## src/rtl/led_breath_pwm.sv

```systemverilog
// led_breath_pwm: breathing LED driver (ramp up, hold, ramp down, hold).
// Ports: CLK100MHZ, RST (async high), en, LED, duty, phase, period_done.
module led_breath_pwm #(
  parameter int PWM_BITS     = 8,
  parameter int STEP_PERIODS = 1,
  parameter int HOLD_PERIODS = 16
) (
  input  logic                CLK100MHZ,
  input  logic                RST,
  input  logic                en,
  output logic                LED,
  output logic [PWM_BITS-1:0] duty,
  output logic [1:0]          phase,
  output logic                period_done
);

  localparam int SW = (STEP_PERIODS > 1) ? $clog2(STEP_PERIODS) : 1;
  localparam int HW = (HOLD_PERIODS > 1) ? $clog2(HOLD_PERIODS) : 1;

  localparam logic [PWM_BITS-1:0] MAX   = '1;
  localparam logic [PWM_BITS-1:0] TOP   = MAX - 1'b1;
  localparam logic [PWM_BITS-1:0] ONE   = PWM_BITS'(1);
  localparam logic [SW-1:0]  STEP_LAST  = SW'(STEP_PERIODS - 1);
  localparam logic [HW-1:0]  HOLD_LAST  = HW'(HOLD_PERIODS - 1);

  typedef enum logic [1:0] {
    UP      = 2'd0,
    HOLD_HI = 2'd1,
    DOWN    = 2'd2,
    HOLD_LO = 2'd3
  } phase_e;

  phase_e              phase_q, phase_d;
  logic [PWM_BITS-1:0] pwm_q;
  logic [PWM_BITS-1:0] duty_q;
  logic [SW-1:0]       step_q;
  logic [HW-1:0]       hold_q;
  logic                led_q;
  logic                pd_q;

  logic pe;
  logic se;
  logic hold_end;
  logic in_hold;
  logic duty_inc;
  logic duty_dec;
  logic hold_adv;
  logic phase_chg;

  // Period end, step event, and hold expiry all qualify on en via pe,
  // so every counter below freezes automatically while en is low.
  assign pe       = en & (pwm_q == MAX);
  assign se       = pe & (step_q == STEP_LAST);
  assign hold_end = pe & (hold_q == HOLD_LAST);

  always_ff @(posedge CLK100MHZ or posedge RST) begin
    if (RST) begin
      phase_q <= UP;
    end else begin
      phase_q <= phase_d;
    end
  end

  // Transitions fire on the same step that reaches the endpoint,
  // which is what keeps duty from ever wrapping.
  always_comb begin
    phase_d = phase_q;
    unique case (phase_q)
      UP:      if (se && duty_q == TOP) phase_d = HOLD_HI;
      HOLD_HI: if (hold_end)            phase_d = DOWN;
      DOWN:    if (se && duty_q == ONE) phase_d = HOLD_LO;
      HOLD_LO: if (hold_end)            phase_d = UP;
      default:                          phase_d = UP;
    endcase
  end

  always_comb begin
    in_hold   = (phase_q == HOLD_HI) | (phase_q == HOLD_LO);
    duty_inc  = se & (phase_q == UP);
    duty_dec  = se & (phase_q == DOWN);
    hold_adv  = pe & in_hold;
    phase_chg = (phase_d != phase_q);
  end

  always_ff @(posedge CLK100MHZ or posedge RST) begin
    if (RST) begin
      pwm_q  <= '0;
      duty_q <= '0;
      step_q <= '0;
      hold_q <= '0;
      led_q  <= 1'b0;
      pd_q   <= 1'b0;
    end else begin
      led_q <= en & (pwm_q < duty_q);
      pd_q  <= pe;
      if (en) pwm_q <= pwm_q + 1'b1;
      if (phase_chg) begin
        step_q <= '0;
      end else if (pe) begin
        step_q <= se ? '0 : step_q + 1'b1;
      end
      if (hold_adv) begin
        hold_q <= hold_end ? '0 : hold_q + 1'b1;
      end
      if (duty_inc) duty_q <= duty_q + 1'b1;
      if (duty_dec) duty_q <= duty_q - 1'b1;
    end
  end

  assign LED         = led_q;
  assign duty        = duty_q;
  assign phase       = phase_q;
  assign period_done = pd_q;

endmodule
```

## config.mk

```make
export PLATFORM = sky130hd
export DESIGN_NAME = led_breath_pwm
export DESIGN_NICKNAME = d
export VERILOG_FILES = /design/src/rtl/led_breath_pwm.sv
export SDC_FILE = /design/constraint.sdc
export NUM_CORES = 1
export LEC_CHECK = 0
export CORE_ASPECT_RATIO = 0.7
export CORE_MARGIN = 2
export CORE_UTILIZATION = 30
export DETAILED_ROUTE_END_ITERATION = 8
export GPL_ROUTABILITY_DRIVEN = 0
export PLACE_DENSITY = 0.52
export SYNTH_ARGS = -nofsm -noshare
export SYNTH_HDL_FRONTEND = slang
export SYNTH_SLANG_ARGS = --single-unit
```

## constraint.sdc

```tcl
create_clock -name CLK100MHZ -period 2.1 [get_ports CLK100MHZ]
set_input_delay 0.315 -clock CLK100MHZ [delete_from_list [all_inputs] [get_ports CLK100MHZ]]
set_output_delay 0.315 -clock CLK100MHZ [all_outputs]
set_load 0.02 [all_outputs]
```

---- Yosys cells after proc, flatten, opt, wreduce, memory -nomap -nowiden ----
Cells that the tools add are included.
storage, ports and cells
  flip-flop bits (word level) ............. 25
  bits of input ports ..................... 3
  output and inout bits ................... 12
  logic and storage cells ................. 46
operators by class
  $add $sub $neg .......................... 5
  $lt $le $gt $ge ......................... 1
  equal/unequal tests ..................... 8
  multiplexer cells ....................... 11
  bitwise operators ....................... 9
  reductions and logical operators ........ 5
operator list
  cell                                                                   number
  8-bit by 1-bit adder with 8-bit output, second input constant          2
  8-bit equality test, second input constant                             2
  8-bit 2-to-1 mux                                                       2
  8-bit by 1-bit equality test with 1-bit output, second input constant  1
  8-bit < comparator                                                     1
  2-bit 2-to-1 mux                                                       4
  2-bit one-hot mux with 4 select lines                                  1
  8-bit by 1-bit subtractor with 8-bit output, second input constant     1
  1-bit bitwise AND                                                      7
  4-bit by 1-bit adder with 4-bit output, second input constant          1
  2-bit equality test, second input constant                             2
  4-bit equality test, second input constant                             1
  4-bit 2-to-1 mux                                                       1
  2-bit nonzero test                                                     2
  1-bit 2-to-1 mux                                                       3
  2-bit by 1-bit equality test with 1-bit output, second input constant  1
  1-bit logical AND                                                      2
  2-bit logical NOT                                                      1
  2-bit != test                                                          1
  1-bit adder, second input constant                                     1
  1-bit NOT                                                              1
  1-bit OR                                                               1

---- Logic depth before layout (Yosys ltp) ----
  word-level depth ........................ 8
  mapped depth ............................ 7
  depth with buffers taken out ............ 6

---- Worst setup path after synthesis ----
Ideal clock, no wire load.
  path kind ............................... register to register
  start ................................... reg duty_q[6], in the netlist duty[6]
  end ..................................... reg led_q, in the netlist LED
  library setup time ...................... 83 ps
  arrival time ............................ 1,571 ps
  data required time ...................... 2,017 ps
  slack ................................... 447 ps
  stages on the path, launching flop included .. 5
  buffers on the path ..................... 0
  period minus slack after synthesis ...... 1,653 ps
  cell sequence ........................... dfrtp_1 -> inv_1 -> ha_1 -> or4b_2 -> o21ai_0
on the way
  word-level cells in the longest chain between the ends .. 2
RTL lines
  element                 line  RTL
  from (decl)             35    logic [PWM_BITS-1:0] duty_q;
  from (signal assigned)  105   if (duty_inc) duty_q <= duty_q + 1'b1;
  from (signal assigned)  106   if (duty_dec) duty_q <= duty_q - 1'b1;
  8-bit < comparator      94    led_q <= en & (pwm_q < duty_q);
  1-bit bitwise AND       94
  to (signal assigned)    94
  to (decl)               38    logic led_q;
No other way between the ends.
A chain may end at the register's enable or synchronous reset.

---- Final worst setup path ----
  start ................................... reg duty_q[0], in the netlist duty[0]
  end ..................................... out duty[0]
RTL lines
  element    line  RTL
  to (decl)  12    output logic [PWM_BITS-1:0] duty,
No word-level cell between the ends.

==> impl_metrics.tcl <==
set metrics [dict create \
    grt_overflow 0 \
    drt_iter0_markers 47 \
    hold_class "in -> async" \
    p_leak_nw 0.743 \
    critPathSlowestCell "clkdlybuf4s50_1" \
    antenna_found_initial 0 \
    grt_pass1_vias 1096 \
    syn_area_um2 1460 \
    p_total_w 0.00121 \
    slowest_delay_ns 0.68 \
    area.sequential_um2 626 \
    core.rowCount 21 \
    clock_skew_ns 0.00247 \
    synth_area_per_cell_um2 10.6 \
    path_clk_slew_ns 0.09 \
    io_buffers 14 \
    slew_violations 0 \
    grt_max_degree 26 \
    post-route-min-period_ns 1.83 \
    path_cells "clkdlybuf4s50_1" \
    dp_hpwl_um 2280 \
    clock.fmax_ghz 0.545 \
    worstSetupPathType "reg -> out" \
    cp_top_family "buffers and inverters" \
    vias 1066 \
    synth_top_area_share_pct 42.8 \
    antennaDiodeCount 0 \
    arrival_ns 1.52 \
    firstDrtPassIters 4 \
    outcome "complete, no violations" \
    timing.critical_path.buf_inv 1 \
    hold_buffers 0 \
    core_um2 4730 \
    dieHeight_um 62.4 \
    final_net_count 174 \
    drt_wl_total_um 2960 \
    yosysTopAreaCell "dfrtp_1" \
    syn-num-nets 154 \
    synth_warnings 0 \
    drive_gt1_share_pct 11.5 \
    clk_latency_ns 0.27 \
    die_area_um2 5460 \
    cp.required_ns 1.78 \
    ys_seq_area_share_pct 42.8 \
    num-fill-cells 484 \
    grtUsageTotal_pct 11.8 \
    syn_inst 138 \
    hold_viol_final 0 \
    period_share_pct 87.3 \
    worstPathMaxFanout 10 \
    p_per_area_nw_per_um2 706 \
    multi_input_area_um2 769 \
    wire_per_inst_um 13.8 \
    drv_cap 0 \
    tightest_slew_ns 0.360 \
    drc 0 \
    layout.cells.non_filler 214 \
    final-setup-viol-count 0 \
    antenna_left 0 \
    ys_types 40 \
    cts_tree "built" \
    ys_seq_elements 25 \
    cts_max_level 1 \
    num_io_pins 15 \
    clock_path_buffers 2 \
    ctsResizeCount 0 \
    grt_pass1_wl_um 5140 \
    finalSetupTns_ns 0 \
    cts_setup_buffers 0 \
    start_util_pct 30.9 \
    irDropWorstVdd_mv 0.396 \
    cts_buffers 3 \
    synth_area_leaders "dfrtp_1 43%, ha_1 11%, xnor2_1 7.2%" \
    max_slew_margin_pct 75.8 \
    avgViaCountPerCell 4.98 \
    start_kind "flip-flop" \
    dp.cells 210 \
    root_buffer "clkbuf_8" \
    dieWidth_um 87.5 \
    cts_sinks 25 \
    area_growth_pct 17.6 \
    end_kind "output pin" \
    rsz0062_at_grt "no" \
]
==> worst paths after layout <==
path | startpoint | to | slack, ns | cells after the start
setup / recovery | duty[0] | duty[0] | 0.27 | 1
hold / removal | RST | hold_q[2] | 0.39 | 3
setup reg to reg | duty[6] | LED | 0.36 | 4
hold reg to reg | pwm_q[0] | pwm_q[0] | 0.52 | 1
max in group asynchronous | RST | duty[3] | 1.46 | 3
min in group CLK100MHZ | pwm_q[0] | pwm_q[0] | 0.52 | 1
==> cell usage in the layout, fill, tap and decap left out, drive strengths merged, types with 4 or more instances in the layout <==
cell,count
buf,4
clkdlybuf4s50,14
dfrtp,25
ha,13
inv,10
nand2,16
nand4,6
nor4,4
o21ai,8
xnor2,12
xor2,5
==> cell usage after synthesis <==
library cell,number
or4_1,1
nor4_4,1
a31oi_1,2
or3b_1,1
or4b_2,1
clkbuf_8,1
nand2_1,16
or4b_1,1
nand3_1,3
or2_2,1
nand2b_1,2
mux2i_1,1
mux2_2,2
inv_1,10
a21o_1,2
o21ai_0,6
or4_4,1
nand4b_1,2
nor3_1,2
buf_2,1
nand4_1,5
o22ai_1,3
nor4_1,3
nor3_2,1
nor3b_2,1
nor2b_1,1
a41oi_1,2
and2_1,1
nor2_1,2
buf_6,1
nand3b_1,1
xnor2_1,12
xor2_1,5
dfrtp_1,25
nand4_2,1
and3_1,1
o21ai_2,1
ha_1,13
o41ai_1,1
o21ai_1,1
==> per-layer routing <==
layer / global-route usage (%) / part of all wire (%)
met3: 3.30 / 4.8
met1: 17.0 / 49
met4: 1.73 / 0.61
met5: 0 / 0
met2: 18.1 / 46
==> kinds of logic (layout without fill, tap and decap cells) <==
kind of cell | count (synthesis) | after routing | synth area share (%)
compound gates | 18 | 18 | 7.96
buf+inv | 13 | 32 | 4.62
flops | 25 | 25 | 42.8
fa+ha+maj | 13 | 13 | 11.1
simple gates | 49 | 49 | 21.1
mux | 3 | 3 | 2.22
xor+xnor | 17 | 17 | 10.2
==> where the power goes <==
part / total [W] / switching [W] / internal, W
combinational: 0.000273 / 0.000128 / 0.000144
sequential: 0.000653 / 0.000102 / 0.000550
clock: 0.000289 / 0.000156 / 0.000133
==> final cells by class <==
cell class,instances,area share (%)
Clock inverter,1,0.291
Sequential cell,25,36.4
Multi-Input combinational cell,100,44.7
Clock buffer,3,2.40
Timing Repair Buffer,18,9.89
Inverter,10,2.18
Tap cell,57,4.15
==> tightest hold or removal path: cells and delay by family <==
kind | cells | cell delay [ns]
buffers and inverters | 3 | 0.75
==> state kept, by name (all words and copies together) (netlist names) <==
name,count
LED,1
pwm_q,8
hold_q,4
period_done,1
duty,8
phase,2
step_q,1
==> per-stage QoR <==
step / cell area [um2] / hold WS [ns] / setup WS (ns) / utilization [%]
6_report: 1720 / 0.391 / 0.266 / 36.4
5_1_grt: 1720 / 0.413 / 0.208 / 36.4
4_1_cts: 1720 / 0.402 / 0.247 / 36.4
3_5_place_dp: 1670 / 0.508 / 0.172 / 35.4
3_3_place_gp: 1670 / 0.491 / 0.240 / 35.4
2_1_floorplan: 1460 / 0.342 / 0.447 / -
Power figures use the tool's default switching activity.
